===== src/rtl/fifo_burst_writer_if.sv =====
// Bus bundle for the FIFO burst writer: command, upstream source, FIFO write port and status.
// The master modport is the writer's view; the slave modport is the surrounding logic.
interface fifo_burst_writer_if #(
  parameter int DWIDTH = 8,
  parameter int AWIDTH = 4
);
  logic              cmd_valid_i;
  logic [AWIDTH:0]   cmd_len_i;
  logic              cmd_ready_o;
  logic              cmd_err_o;
  logic              src_valid_i;
  logic [DWIDTH-1:0] src_data_i;
  logic              src_ready_o;
  logic              abort_i;
  logic              wr_full_i;
  logic [AWIDTH-1:0] wr_usedw_i;
  logic              wr_req_o;
  logic [DWIDTH-1:0] wr_data_o;
  logic              busy_o;
  logic              done_o;
  logic              done_aborted_o;
  logic [AWIDTH:0]   done_cnt_o;

  modport master (
    input  cmd_valid_i, cmd_len_i, src_valid_i, src_data_i, abort_i, wr_full_i, wr_usedw_i,
    output cmd_ready_o, cmd_err_o, src_ready_o, wr_req_o, wr_data_o, busy_o, done_o,
    done_aborted_o, done_cnt_o
  );

  modport slave (
    output cmd_valid_i, cmd_len_i, src_valid_i, src_data_i, abort_i, wr_full_i, wr_usedw_i,
    input  cmd_ready_o, cmd_err_o, src_ready_o, wr_req_o, wr_data_o, busy_o, done_o,
    done_aborted_o, done_cnt_o
  );
endinterface


===== src/rtl/fifo_burst_writer.sv =====
// Write-port master for the dual-clock FIFO: reserves space for a whole burst up front,
// then streams the burst from a valid/ready source into registered wr_req/wr_data.
module fifo_burst_writer #(
  parameter int DWIDTH = 8,
  parameter int AWIDTH = 4
) (
  input logic                 wr_clk_i,
  input logic                 aclr_i,
  fifo_burst_writer_if.master bus
);
  typedef enum logic [2:0] {
    S_IDLE   = 3'd0,
    S_SETTLE = 3'd1,
    S_CHECK  = 3'd2,
    S_WRITE  = 3'd3,
    S_DONE   = 3'd4
  } state_t;

  localparam logic [AWIDTH:0] CAP_C  = {1'b1, {AWIDTH{1'b0}}};
  localparam logic [AWIDTH:0] ONE_C  = {{AWIDTH{1'b0}}, 1'b1};
  localparam logic [AWIDTH:0] ZERO_C = {(AWIDTH+1){1'b0}};

  state_t            state_r, state_nxt_s;
  logic [AWIDTH:0]   len_r, len_nxt_s, cnt_r, cnt_nxt_s, free_s, done_cnt_r;
  logic              accept_s, src_ready_s, cmd_err_nxt_s, abort_hit_s, enter_done_s;
  logic              cmd_err_r, wr_req_r, done_r, done_aborted_r;
  logic [DWIDTH-1:0] wr_data_r;

  // A full FIFO reports usedw=0, so full must force free space to zero.
  assign free_s       = bus.wr_full_i ? ZERO_C : (CAP_C - {1'b0, bus.wr_usedw_i});
  assign enter_done_s = (state_nxt_s == S_DONE) && (state_r != S_DONE);

  // State register.
  always_ff @(posedge wr_clk_i or posedge aclr_i) begin
    if (aclr_i) begin
      state_r <= S_IDLE;
    end else begin
      state_r <= state_nxt_s;
    end
  end

  // Next-state, source handshake and counter update.
  always_comb begin
    state_nxt_s   = state_r;
    len_nxt_s     = len_r;
    cnt_nxt_s     = cnt_r;
    accept_s      = 1'b0;
    src_ready_s   = 1'b0;
    cmd_err_nxt_s = 1'b0;
    abort_hit_s   = 1'b0;
    case (state_r)
      S_IDLE: begin
        if (bus.cmd_valid_i) begin
          len_nxt_s = bus.cmd_len_i;
          if ((bus.cmd_len_i != ZERO_C) && (bus.cmd_len_i <= CAP_C)) begin
            state_nxt_s = S_SETTLE;
          end else begin
            cmd_err_nxt_s = 1'b1;
          end
        end else begin
          state_nxt_s = S_IDLE;
        end
      end
      S_SETTLE: begin
        if (bus.abort_i) begin
          abort_hit_s = 1'b1;
          state_nxt_s = S_DONE;
        end else begin
          state_nxt_s = S_CHECK;
        end
      end
      S_CHECK: begin
        if (bus.abort_i) begin
          abort_hit_s = 1'b1;
          state_nxt_s = S_DONE;
        end else if (free_s >= len_r) begin
          state_nxt_s = S_WRITE;
        end else begin
          state_nxt_s = S_CHECK;
        end
      end
      S_WRITE: begin
        if (bus.abort_i) begin
          abort_hit_s = 1'b1;
          state_nxt_s = S_DONE;
        end else begin
          src_ready_s = 1'b1;
          if (bus.src_valid_i) begin
            accept_s  = 1'b1;
            cnt_nxt_s = cnt_r + ONE_C;
            if ((cnt_r + ONE_C) == len_r) begin
              state_nxt_s = S_DONE;
            end else begin
              state_nxt_s = S_WRITE;
            end
          end else begin
            state_nxt_s = S_WRITE;
          end
        end
      end
      S_DONE: begin
        cnt_nxt_s   = ZERO_C;
        state_nxt_s = S_IDLE;
      end
      default: begin
        cnt_nxt_s   = ZERO_C;
        state_nxt_s = S_IDLE;
      end
    endcase
  end

  // Datapath and registered status outputs.
  always_ff @(posedge wr_clk_i or posedge aclr_i) begin
    if (aclr_i) begin
      len_r          <= ZERO_C;
      cnt_r          <= ZERO_C;
      cmd_err_r      <= 1'b0;
      wr_req_r       <= 1'b0;
      wr_data_r      <= {DWIDTH{1'b0}};
      done_r         <= 1'b0;
      done_aborted_r <= 1'b0;
      done_cnt_r     <= ZERO_C;
    end else begin
      len_r          <= len_nxt_s;
      cnt_r          <= cnt_nxt_s;
      cmd_err_r      <= cmd_err_nxt_s;
      wr_req_r       <= accept_s;
      done_r         <= enter_done_s;
      done_aborted_r <= enter_done_s & abort_hit_s;
      if (accept_s) begin
        wr_data_r <= bus.src_data_i;
      end else begin
        wr_data_r <= wr_data_r;
      end
      if (enter_done_s) begin
        done_cnt_r <= cnt_nxt_s;
      end else begin
        done_cnt_r <= done_cnt_r;
      end
    end
  end

  assign bus.cmd_ready_o    = (state_r == S_IDLE);
  assign bus.src_ready_o    = src_ready_s;
  assign bus.busy_o         = (state_r != S_IDLE);
  assign bus.cmd_err_o      = cmd_err_r;
  assign bus.wr_req_o       = wr_req_r;
  assign bus.wr_data_o      = wr_data_r;
  assign bus.done_o         = done_r;
  assign bus.done_aborted_o = done_aborted_r;
  assign bus.done_cnt_o     = done_cnt_r;
endmodule

===== src/flat_wrapper.sv =====
// flat-port wrapper written by rule: the top's interface ports become plain ports
module fifo_burst_writer_flat 
#(
  parameter int DWIDTH = 8,
  parameter int AWIDTH = 4
)
  (wr_clk_i, aclr_i, bus_cmd_valid_i, bus_cmd_len_i, bus_src_valid_i, bus_src_data_i, bus_abort_i, bus_wr_full_i, bus_wr_usedw_i, bus_cmd_ready_o, bus_cmd_err_o, bus_src_ready_o, bus_wr_req_o, bus_wr_data_o, bus_busy_o, bus_done_o, bus_done_aborted_o, bus_done_cnt_o);
  fifo_burst_writer_if #(.DWIDTH(DWIDTH), .AWIDTH(AWIDTH)) bus_i ();
  input logic wr_clk_i;
  input logic aclr_i;
  input wire logic [$bits(bus_i.cmd_valid_i)-1:0] bus_cmd_valid_i;
  input wire logic [$bits(bus_i.cmd_len_i)-1:0] bus_cmd_len_i;
  input wire logic [$bits(bus_i.src_valid_i)-1:0] bus_src_valid_i;
  input wire logic [$bits(bus_i.src_data_i)-1:0] bus_src_data_i;
  input wire logic [$bits(bus_i.abort_i)-1:0] bus_abort_i;
  input wire logic [$bits(bus_i.wr_full_i)-1:0] bus_wr_full_i;
  input wire logic [$bits(bus_i.wr_usedw_i)-1:0] bus_wr_usedw_i;
  output wire logic [$bits(bus_i.cmd_ready_o)-1:0] bus_cmd_ready_o;
  output wire logic [$bits(bus_i.cmd_err_o)-1:0] bus_cmd_err_o;
  output wire logic [$bits(bus_i.src_ready_o)-1:0] bus_src_ready_o;
  output wire logic [$bits(bus_i.wr_req_o)-1:0] bus_wr_req_o;
  output wire logic [$bits(bus_i.wr_data_o)-1:0] bus_wr_data_o;
  output wire logic [$bits(bus_i.busy_o)-1:0] bus_busy_o;
  output wire logic [$bits(bus_i.done_o)-1:0] bus_done_o;
  output wire logic [$bits(bus_i.done_aborted_o)-1:0] bus_done_aborted_o;
  output wire logic [$bits(bus_i.done_cnt_o)-1:0] bus_done_cnt_o;
  assign bus_i.cmd_valid_i = bus_cmd_valid_i;
  assign bus_i.cmd_len_i = bus_cmd_len_i;
  assign bus_i.src_valid_i = bus_src_valid_i;
  assign bus_i.src_data_i = bus_src_data_i;
  assign bus_i.abort_i = bus_abort_i;
  assign bus_i.wr_full_i = bus_wr_full_i;
  assign bus_i.wr_usedw_i = bus_wr_usedw_i;
  assign bus_cmd_ready_o = bus_i.cmd_ready_o;
  assign bus_cmd_err_o = bus_i.cmd_err_o;
  assign bus_src_ready_o = bus_i.src_ready_o;
  assign bus_wr_req_o = bus_i.wr_req_o;
  assign bus_wr_data_o = bus_i.wr_data_o;
  assign bus_busy_o = bus_i.busy_o;
  assign bus_done_o = bus_i.done_o;
  assign bus_done_aborted_o = bus_i.done_aborted_o;
  assign bus_done_cnt_o = bus_i.done_cnt_o;
  fifo_burst_writer #(.DWIDTH(DWIDTH), .AWIDTH(AWIDTH)) u_core (.wr_clk_i(wr_clk_i), .aclr_i(aclr_i), .bus(bus_i));
endmodule

===== config.mk =====
export PLATFORM = sky130hd
export DESIGN_NAME = fifo_burst_writer_flat
export DESIGN_NICKNAME = d
export VERILOG_FILES = /design/src/rtl/fifo_burst_writer_if.sv /design/src/rtl/fifo_burst_writer.sv /design/src/flat_wrapper.sv
export SDC_FILE = /design/constraint.sdc
export NUM_CORES = 1
export LEC_CHECK = 0
export ABC_AREA = 1
export BUFFER_PORTS_ARGS = -buffer_cell sky130_fd_sc_hd__clkbuf_2
export CAP_MARGIN = 20
export CORE_ASPECT_RATIO = 0.75
export CORE_MARGIN = 2
export CORE_UTILIZATION = 40
export CTS_BUF_LIST = sky130_fd_sc_hd__clkbuf_8 sky130_fd_sc_hd__clkbuf_16
export DETAILED_ROUTE_END_ITERATION = 10
export GPL_TIMING_DRIVEN = 0
export MAX_ROUTING_LAYER = met4
export PLACE_DENSITY = 0.73
export SETUP_SLACK_MARGIN = 0.5
export SKIP_CTS_REPAIR_TIMING = 1
export SLEW_MARGIN = 0
export SYNTH_ARGS = -nofsm -noshare
export SYNTH_HDL_FRONTEND = slang
export SYNTH_SLANG_ARGS = --single-unit

===== constraint.sdc =====
create_clock -name wr_clk_i -period 1.6 [get_ports wr_clk_i]
set_input_delay 0.16 -clock wr_clk_i [delete_from_list [all_inputs] [get_ports wr_clk_i]]
set_output_delay 0.16 -clock wr_clk_i [all_outputs]
set_load 0.03 [all_outputs]

==> qor.yml, run 1 <==
status: "finished with violations"
violations: "setup timing"
drc: 0
worst_slack_ps: -89.69
htreeDepth: 2
worstHoldPathType: "in -> reg"
wire_per_inst_um: 12.50
synth_nets: 234
dieArea_mm2: 0.004595
grt_util_all_layers: 0.1736
cts_tree: "built"
ys_ff_latch: 30
max_slew_margin: 0.7461
final_cell_mix: "clkbuf_2 (39), nand2_1 (35), inv_1 (31)"
cts.path.max_buffers: 2
hold_violations: 0
via_per_inst: 4.765
grt_start_max_net_pins: 24
dp_slack_ps: -124.1
clkSlewWorstSetupHoldPaths_ps: 70
cts_sinks: 30
worstHoldStart: "bus_src_data_i[3]"
maxSlewViolCount: 0
n_fill_cell: 327
rows: 20
clock_latency_ps: 280
rr_startpoint: "u_core.cnt_r[0]"
worst_pin_slew_ps: 380.4
ff2ff_path_depth: 10
whs_endpoint: "u_core.bus.wr_data_o[3]"
area_delta_synth_final_pct: 50.42
ys_seq_area_frac: 0.4619
synth_area_mm2: 0.001625
cap_viol_max_count: 0
r2r_slack_ps: -90
synthTopCellsByArea: "dfrtp_1 (46%), nand2_1 (14%), inv_1 (8.1%)"
antenna_found_initial: 0
first_global_vias: 1390
hpwl_mm: 2.665
n_antenna_cell: 0
setup_viol: 8
rsz0062_at_grt: "yes"
leakagePower_nw: 1.340
fin_skew_ps: 7.899
p_per_area_mw_per_mm2: 1385
post-route-period-util: 1.056
vias: 1563
layout-drive-gt1-share: 0.4762
clock.fmax_ghz: 0.5918
initial_core_util: 0.4085
cts_buffers: 5
yosys.area.top_type_share: 0.4619
dieHeight_um: 59.21
cp.arrival_ps: 1860
cts_root_buf: "clkbuf_8"
grt_pass1_wl_mm: 6.127
routabilityCongestion: 0.7598
die_x_um: 77.61
nets: 302
routed_wl_mm: 4.099
crit_required_ps: 1770
firstDrtPassIters: 4
gr-total-overflow: 0
yosys.area.top_type: "dfrtp_1"
ir_worst_vdd_v: 0.001012
ios: 43
layout_commonest_cell: "clkbuf_2"
avgSynthCellArea_um2: 7.967
port_buffers: 42
period_needed_ps: 1690
whs_path_depth: 3
cp-end-kind: "register"
postSynthCellCount: 204
path_class: "reg -> reg"
drtIter0Drc: 94
critPathMaxFanout: 7
synth.distinct_cells: 27
yosys_warnings: 0
core_region_area_mm2: 0.003979
start_kind: "register"
post-route-util: 0.6145
ant_nets: 0
r2r-end: "u_core.bus.done_cnt_o[2]"
==> cell families (layout without fill, tap and decap cells) <==
group / Yosys count / count (layout) / share of synthesized area
AO/OA/AOI/OAI: 20 / 20 / 0.07160
XOR/XNOR: 1 / 1 / 0.005390
adder cells (fa/ha/maj): 7 / 7 / 0.05389
buffers and inverters: 40 / 109 / 0.1085
flip-flops: 30 / 30 / 0.4619
AND/OR/NAND/NOR: 106 / 106 / 0.2987
==> metrics by stage <==
stage / total power (W) / cell area, µm² / setup TNS [ps] / std cells / hold WS (ps)
after floorplan: 0.002038 / 1664 / 0 / 204 / 250.8
after global placement: 0.002334 / 1943 / -424.8 / 301 / 352.5
after detailed placement: 0.002375 / 1971 / -647.8 / 302 / 134.1
after CTS: 0.002998 / 2062 / -756.9 / 310 / -169.9
after global routing: 0.003600 / 2445 / -1314 / 328 / 87.60
final: 0.003385 / 2445 / -471.4 / 328 / 71.55
==> area by class of cell <==
class / count / area (µm²) / share of cell area
Multi-Input combinational cell: 134 / 899.6 / 0.3680
Sequential cell: 30 / 753.2 / 0.3081
Timing Repair Buffer: 61 / 434.2 / 0.1776
Inverter: 36 / 145.1 / 0.05937
Clock buffer: 6 / 82.58 / 0.03378
Tap cell: 55 / 68.82 / 0.02815
Buffer: 4 / 52.55 / 0.02149
Clock inverter: 2 / 8.758 / 0.003582
==> worst max path at each step <==
stage	slack (ps)	startpoint	end	cells after the start
2_1_floorplan	90	u_core.cnt_r[0]	u_core.bus.done_cnt_o[0]	10
3_3_place_gp	-80	u_core.cnt_r[0]	u_core.bus.done_cnt_o[2]	12
3_5_place_dp	-120	u_core.cnt_r[0]	u_core.bus.done_cnt_o[2]	12
4_1_cts	-150	u_core.cnt_r[0]	u_core.bus.done_cnt_o[2]	12
5_1_grt	-210	u_core.cnt_r[0]	u_core.bus.done_cnt_o[2]	10
6_report	-90	u_core.cnt_r[0]	u_core.bus.done_cnt_o[2]	10
==> critical path, cell delays in order (launching register included) <==
cell and delay [ps]:
dfrtp_2 450, ha_4 290, inv_2 40, a21oi_2 120, nand3_1 100, nor2_2 120
nand3_2 100, nand2_4 150, nand2_8 90, nand2_2 70, nand2_1 40
==> synth_stat cells <==
cell type  instances
o21ai_2            1
buf_2              1
nor3_1             3
o41ai_1            1
inv_1             35
inv_4              1
ha_1               7
o2111ai_1          1
dfrtp_1           30
nand3_2            2
o21ai_0            8
nor2_2             2
nand2_4            2
buf_6              3
nand2_1           62
nand2_2            2
a31oi_1            1
xor2_1             1
nand4_1            7
o211ai_1           1
nor3_2             1
o21ai_1            1
nor4_1             1
nand3_1           16
nor2_1             8
o22ai_1            1
a21oi_1            5
==> sequential cells by signal (all words and copies together) (netlist names) <==
signal,count
u_core.bus.wr_data_o,8
u_core.len_r,5
u_core.state_r,3
u_core.bus.cmd_err_o,1
u_core.bus.done_o,1
u_core.bus.wr_req_o,1
u_core.bus.done_aborted_o,1
u_core.cnt_r,5
u_core.bus.done_cnt_o,5
==> where the power goes <==
group | switching [W] | internal, W
registers | 0.000206 | 0.000960
clock network | 0.000283 | 0.000340
logic | 0.000963 | 0.000633
total | 0.00145 | 0.00193
==> routing by layer <==
metal / global-route usage / wire length (µm)
met1: 0.2413 / 1891
met2: 0.2463 / 1968
met3: 0.04268 / 172
met4: 0.06378 / 68
met5: - / 0
Power figures use the tool's default switching activity.
==> run 2: changes to the inputs <==
--- a/config.mk
+++ b/config.mk
@@ -5,7 +5,6 @@
 export SDC_FILE = /design/constraint.sdc
 export NUM_CORES = 1
 export LEC_CHECK = 0
-export ABC_AREA = 1
 export BUFFER_PORTS_ARGS = -buffer_cell sky130_fd_sc_hd__clkbuf_2
 export CAP_MARGIN = 20
 export CORE_ASPECT_RATIO = 0.75
@@ -15,7 +14,7 @@
 export DETAILED_ROUTE_END_ITERATION = 10
 export GPL_TIMING_DRIVEN = 0
 export MAX_ROUTING_LAYER = met4
-export PLACE_DENSITY = 0.73
+export PLACE_DENSITY = 0.69
 export SETUP_SLACK_MARGIN = 0.5
 export SKIP_CTS_REPAIR_TIMING = 1
 export SLEW_MARGIN = 0
==> run 2 against run 1 <==
Net effect:
- the run still ends with setup timing left
- sequential cell count unchanged
- routed wire length decreased by 14%
- area after synthesis down 4.5%
- clock power is 27% higher
- via count fell by 20%
- cell count decreased by 23%
- largest cell class unchanged
==> qor.yml, run 2 <==
synth.distinct_cells: 38  # was 27
ff2ff_path_depth: 6  # was 10
status: "finished with violations"  # unchanged
p_int_w: 0.001953  # was 0.001933 W
worstHoldPathType: "in -> reg"  # unchanged
crit_chain: "ha_4, o21ba_1, a221o_1, a211oi_4, o21ai_4, mux2_4"  # was ha_4, inv_2, a21oi_2, nand3_1, nor2_2, nand3_2, nand2_4, nand2_8, nand2_2, nand2_1
synthTopCellsByArea: "dfrtp_1 (48%), ha_1 (5.6%), mux2_4 (4.8%)"  # was dfrtp_1 (46%), nand2_1 (14%), inv_1 (8.1%)
cp.depth: 6  # was 10
critPathBufInv: 0  # was 1
drtIter0Drc: 27  # was 94
htreeDepth: 2  # unchanged
grt_util_all_layers: 0.1764  # was 0.1736
worst_pin_slew_ps: 445.4  # was 380.4 ps
hold_violations: 0  # unchanged
cp-startpoint: "u_core.cnt_r[1]"  # was u_core.cnt_r[0]
share_clk_of_total_power: 0.268  # was 0.184
ir_worst_vdd_v: 0.0007200  # was 0.001012 V
ys_ff_latch: 30  # unchanged
wire_per_inst_um: 13.80  # was 12.50 µm
placed_cells: 231  # was 302
tns_ps: -3307  # was -471.4 ps
cts_buffers: 5  # unchanged
cap_viol_max_count: 0  # unchanged
fin_skew_ps: 7.574  # was 7.899 ps
cts_root_buf: "clkbuf_8"  # unchanged
die_x_um: 75.95  # was 77.61 µm
yosys.area.top_type_share: 0.4835  # was 0.4619
yosys.area.top_type: "dfrtp_1"  # unchanged
layout-drive-gt1-share: 0.5446  # was 0.4762
instances_no_fill: 254  # was 328
cts_tree: "built"  # unchanged
total_power_w: 0.002950  # was 0.003385 W
sw_frac_of_total: 0.3379  # was 0.4290
largest_reg_flops: 8  # unchanged
rsz0062_at_grt: "yes"  # unchanged
core_region_area_mm2: 0.003685  # was 0.003979 mm²
antenna_found_initial: 0  # unchanged
leakagePower_nw: 1.185  # was 1.340 nW
synthFlopType: "dfrtp_1"  # unchanged
r2r_slack_ps: -450  # was -90 ps
postSynthCellCount: 138  # was 204
routed_wl_mm: 3.505  # was 4.099 mm
clock.fmax_ghz: 0.4888  # was 0.5918 GHz
layout_commonest_cell: "clkbuf_2"  # unchanged
synthTopCellsByCount: "dfrtp_1 (30), nand2_1 (9), inv_1 (8), xor2_1 (8)"  # was nand2_1 (62), inv_1 (35), dfrtp_1 (30)
ys_seq_area_frac: 0.4835  # was 0.4619
synth_nets: 168  # was 234
synth_area_mm2: 0.001553  # was 0.001625 mm²
cts.path.max_buffers: 2  # unchanged
yosysMostFrequentCell: "dfrtp_1"  # was nand2_1
dieArea_mm2: 0.004401  # was 0.004595 mm²
slowest_delay_ps: 430  # was 450 ps
n_fill_cell: 295  # was 327
ios: 43  # unchanged
avgSynthCellArea_um2: 11.25  # was 7.967 µm²
cp-end-kind: "register"  # unchanged
routabilityCongestion: 0.7642  # was 0.7598
yosys_warnings: 0  # unchanged
critPathCapture: "u_core.bus.done_cnt_o[3]"  # was u_core.bus.done_cnt_o[2]
hpwl_mm: 2.454  # was 2.665 mm
pwr-share-comb: 0.387  # was 0.471
cts_sinks: 30  # unchanged
post-route-util: 0.6224  # was 0.6145
drc: 0  # unchanged
post-route-period-util: 1.279  # was 1.056
r2r-end: "u_core.bus.done_cnt_o[3]"  # was u_core.bus.done_cnt_o[2]
grt_pass1_wl_mm: 5.789  # was 6.127 mm
ant_nets: 0  # unchanged
max_slew_margin: 0.7009  # was 0.7461
cp.arrival_ps: 2210  # was 1860 ps
regArea_um2: 754.5  # was 753.2 µm²
nets: 231  # was 302
worst_slack_ps: -445.9  # was -89.69 ps
crit_slowest_cell: "dfrtp_2"  # unchanged
start_kind: "register"  # unchanged
critPathMaxFanout: 7  # unchanged
period_needed_ps: 2046  # was 1690 ps
path_class: "reg -> reg"  # unchanged
first_global_vias: 1232  # was 1390
violations: "setup timing"  # unchanged
cp_top_family: "compound AO/OA/AOI/OAI gates"  # was simple AND/OR/NAND/NOR gates
ys_async_sr_fraction: 1.000  # unchanged
multi_input_area_um2: 863.3  # was 899.6 µm²
firstDrtPassIters: 4  # unchanged
crit_required_ps: 1770  # about the same
maxSlewViolCount: 0  # unchanged
n_antenna_cell: 0  # unchanged
setup_viol: 9  # was 8
area_delta_synth_final_pct: 47.70  # was 50.42%
via_per_inst: 4.929  # was 4.765
clkSlewWorstSetupHoldPaths_ps: 60  # was 70 ps
final_cell_mix: "clkbuf_2 (38), dfrtp_1 (27), mux2_4 (14)"  # was clkbuf_2 (39), nand2_1 (35), inv_1 (31)
gr-total-overflow: 0  # unchanged
vias: 1252  # was 1563
port_buffers: 41  # was 42
dieHeight_um: 57.96  # was 59.21 µm
clock_latency_ps: 290  # was 280 ps
grt_start_max_net_pins: 31  # was 24
synth_edf_count: 0  # unchanged
p_seq_frac: 0.346  # was 0.345
initial_core_util: 0.4214  # was 0.4085
p_sw_w: 0.0009966  # was 0.001452 W
rr_startpoint: "u_core.cnt_r[1]"  # was u_core.cnt_r[0]
rows: 19  # was 20
p_per_area_mw_per_mm2: 1286  # was 1385 mW/mm²
[run 2: changes by cell type in the layout (fill, tap and decap cells not counted), sizes merged, moves of 7 or more]
cell | previous run | this run
xor2 | 1 | 8
mux2 | 0 | 14
inv | 36 | 11
nand2 | 66 | 9
nand3 | 18 | 3
[run 2: tightest hold or removal path, stage by stage]
cell and delay, ps:
clkbuf_2 120, nand2_4 40, o21ai_2 40
[run 2: cell type report]
class,count,share of cell area
Buffer,6,0.03164
Clock buffer,6,0.03601
Clock inverter,2,0.01473
Inverter,10,0.01637
Multi-Input combinational cell,92,0.3764
Sequential cell,30,0.3290
Tap cell,52,0.02837
Timing Repair Buffer,56,0.1675
[run 2: per-layer routing]
layer | track usage | part of all wire | vias up
met5 | - | 0 | -
met2 | 0.2793 | 0.48 | 36
met1 | 0.2141 | 0.45 | 613
met3 | 0.04829 | 0.048 | 8
li1 | - | - | 595
met4 | 0.08312 | 0.019 | 0
[run 2: logic make-up after synthesis]
logic type | after synthesis | synth area share
compound gates | 18 | 0.08864
xor+xnor | 13 | 0.07333
fa+ha+maj | 7 | 0.05640
buf+inv | 16 | 0.04432
flops | 30 | 0.4835
mux | 14 | 0.1136
simple gates | 40 | 0.1402
[run 2: per-stage QoR]
| stage | hold slack, ps | area [µm²] | setup WS, ps |
|---|---|---|---|
| after floorplan | 250.7 | 1654 | -392.8 |
| after global placement | 396.4 | 1924 | -492.8 |
| after detailed placement | 401.2 | 1924 | -524.5 |
| after CTS | 98.96 | 2041 | -543.8 |
| after global routing | 104.8 | 2293 | -499.5 |
| final | 103.1 | 2293 | -445.9 |
[run 2: worst min-delay path by stage]
stage               cells after the start  slack [ps]                      end              start
global route                            2         100  u_core.bus.wr_data_o[0]  bus_src_data_i[0]
finish                                  3         100          u_core.len_r[2]   bus_cmd_len_i[2]
floorplan                               1         250     u_core.bus.cmd_err_o             aclr_i
CTS                                     3         100          u_core.len_r[1]   bus_cmd_len_i[1]
detailed placement                      2         400  u_core.bus.wr_data_o[2]  bus_src_data_i[2]
global placement                        2         400  u_core.bus.wr_data_o[7]  bus_src_data_i[7]
[run 2: power by group through the flow]
stage / Sequential, W / Combinational [W] / Clock [W]
floorplan: 0.00118 / 0.000551 / 0
global placement: 0.00102 / 0.000916 / 0
detailed placement: 0.00103 / 0.000940 / 0
CTS: 0.00102 / 0.000946 / 0.000808
global route: 0.00104 / 0.00124 / 0.000842
finish: 0.00102 / 0.00114 / 0.000790
==> run 3: changes to the inputs <==
==> constraint.sdc (replaced) <==
create_clock -name wr_clk_i -period 1.6 [get_ports wr_clk_i]
set_input_delay 0.16 -clock wr_clk_i [delete_from_list [all_inputs] [get_ports wr_clk_i]]
set_output_delay 0.16 -clock wr_clk_i [all_outputs]
set_load 0.05 [all_outputs]
==> run 3 against run 2 <==
Net effect:
- the flow still finishes with violations (setup timing)
- via count fell by 3.8%
- die area is the same
- sequential share of layout area fell by 0.25 points
- maximum frequency grew 0.70%
- first-iteration DRC count is 7.4% lower
- clock power fell by 27%
- clock-buffer cell count fell by 1
- non-clock buffer count is 4 higher
- total power fell by 1.5%
- worst setup slack gained 14 ps
==> qor.yml, run 3 (synthesis results as in run 2) <==
p_sw_w: 0.001144  # was 0.0009966 W
cts_root_buf: "clkbuf_8"  # unchanged
total_power_w: 0.002905  # was 0.002950 W
regArea_um2: 754.5  # unchanged
dieArea_mm2: 0.004401  # unchanged
period_needed_ps: 2032  # was 2046 ps
rows: 19  # unchanged
share_clk_of_total_power: 0.198  # was 0.268
cap_viol_max_count: 0  # unchanged
worstHoldPathType: "in -> reg"  # unchanged
nets: 235  # was 231
ff2ff_path_depth: 6  # unchanged
routed_wl_mm: 3.440  # was 3.505 mm
ir_worst_vdd_v: 0.0007373  # was 0.0007200 V
routabilityCongestion: 0.8084  # was 0.7642
antenna_found_initial: 0  # unchanged
layout-drive-gt1-share: 0.5485  # was 0.5446
grt_start_max_net_pins: 19  # was 31
p_per_area_mw_per_mm2: 1257  # was 1286 mW/mm²
whs_path_depth: 2  # was 3
sw_frac_of_total: 0.3937  # was 0.3379
violations: "setup timing"  # unchanged
ant_nets: 0  # unchanged
clkSlewWorstSetupHoldPaths_ps: 60  # about the same
core_region_area_mm2: 0.003685  # unchanged
ios: 43  # unchanged
n_antenna_cell: 0  # unchanged
clock.fmax_ghz: 0.4922  # was 0.4888 GHz
clock_latency_ps: 290  # about the same
wire_per_inst_um: 13.33  # was 13.80 µm
p_seq_frac: 0.349  # was 0.346
cts_sinks: 30  # unchanged
post-route-cell-area_mm2: 0.002311  # was 0.002293 mm²
crit_slowest_cell: "dfrtp_2"  # unchanged
n_fill_cell: 298  # was 295
cp.arrival_ps: 2200  # was 2210 ps
setup_viol: 9  # unchanged
die_x_um: 75.95  # unchanged
cts_tree: "built"  # unchanged
postPlaceCellArea_mm2: 0.001949  # was 0.001924 mm²
port_buffers: 41  # unchanged
initial_core_util: 0.4214  # unchanged
start_kind: "register"  # unchanged
cp-end-kind: "register"  # unchanged
cts.path.max_buffers: 2  # unchanged
maxSlewViolCount: 0  # unchanged
gr-total-overflow: 0  # unchanged
tns_ps: -3125  # was -3307 ps
max_slew_margin: 0.6253  # was 0.7009
post-route-period-util: 1.270  # was 1.279
firstDrtPassIters: 4  # unchanged
vias: 1205  # was 1252
first_global_vias: 1125  # was 1232
status: "finished with violations"  # unchanged
grt_pass1_wl_mm: 5.257  # was 5.789 mm
multi_input_area_um2: 857.1  # was 863.3 µm²
crit_required_ps: 1770  # about the same
largest_reg_flops: 8  # unchanged
cts_buffers: 5  # unchanged
drc: 0  # unchanged
drtIter0Drc: 25  # was 27
dieHeight_um: 57.96  # unchanged
area_delta_synth_final_pct: 48.83  # was 47.70%
crit_chain: "ha_4, o21ba_1, a221o_1, a211oi_4, o21ai_4, mux2_4"  # unchanged
pwr-share-comb: 0.453  # was 0.387
worst_slack_ps: -431.7  # was -445.9 ps
final_cell_mix: "clkbuf_2 (28), dfrtp_1 (27), mux2_4 (14)"  # was clkbuf_2 (38), dfrtp_1 (27), mux2_4 (14)
fin_hold_ws_ps: 101.3  # was 103.1 ps
critPathMaxFanout: 7  # unchanged
hold_violations: 0  # unchanged
grt_util_all_layers: 0.1588  # was 0.1764
layout_commonest_cell: "clkbuf_2"  # unchanged
htreeDepth: 2  # unchanged
via_per_inst: 4.671  # was 4.929
slowest_delay_ps: 440  # was 430 ps
leakagePower_nw: 1.198  # was 1.185 nW
p_int_w: 0.001761  # was 0.001953 W
worst_pin_slew_ps: 561.5  # was 445.4 ps
hpwl_mm: 2.304  # was 2.454 mm
rsz0062_at_grt: "yes"  # unchanged
path_class: "reg -> reg"  # unchanged
fin_skew_ps: 6.721  # was 7.574 ps
## run 3: metrics by stage
step                instances  utilization  setup WS, ps
floorplan                 138            -        -392.8
global placement          231       0.5216        -493.6
detailed placement        232       0.5290        -512.5
CTS                       240       0.5514        -521.9
global route              258       0.6272        -491.2
finish                    258       0.6272        -431.7
## run 3: worst paths after layout
check / slack (ps) / to / start
max in group asynchronous: 640 / u_core.cnt_r[1] / aclr_i
worst max-delay path: -430 / u_core.bus.done_cnt_o[3] / u_core.cnt_r[0]
worst min register to register: 510 / u_core.bus.done_cnt_o[2] / u_core.bus.done_cnt_o[2]
worst max register to register: -430 / u_core.bus.done_cnt_o[3] / u_core.cnt_r[0]
worst min-delay path: 100 / u_core.bus.wr_data_o[0] / bus_src_data_i[0]
min in group asynchronous: 460 / u_core.bus.done_o / aclr_i
## run 3: per-layer routing
metal,part of all wire,vias up,wire length [µm],track usage
met1,0.47,570,1625,0.2104
met5,0,-,0,-
met4,0.013,0,45,0.05455
li1,-,600,-,-
met3,0.052,5,178,0.05140
met2,0.46,30,1590,0.2321
## run 3: area by class of cell
cell class | count | share of cell area
clock inverters | 3 | 0.005956
clock buffers | 5 | 0.02978
inverters | 10 | 0.01624
plain buffers | 6 | 0.02978
flip-flops and latches | 30 | 0.3265
well taps | 52 | 0.02815
multi-input cells | 92 | 0.3709
repair buffers | 60 | 0.1927
## run 3: critical path: cells and delay by family, from the launching register on
kind                     cells  cell delay (ps)
adder cells (fa/ha/maj)      1              190
flip-flops                   1              440
multiplexers                 1              320
AO/OA/AOI/OAI                4              970
## run 3: power by group through the flow
stage	clock network, W	registers, W	logic (W)
global route	0.000632	0.00103	0.00142
detailed placement	0	0.00103	0.00110
CTS	0.000590	0.00102	0.00110
floorplan	0	0.00130	0.000579
global placement	0	0.00102	0.00108
finish	0.000576	0.00101	0.00132
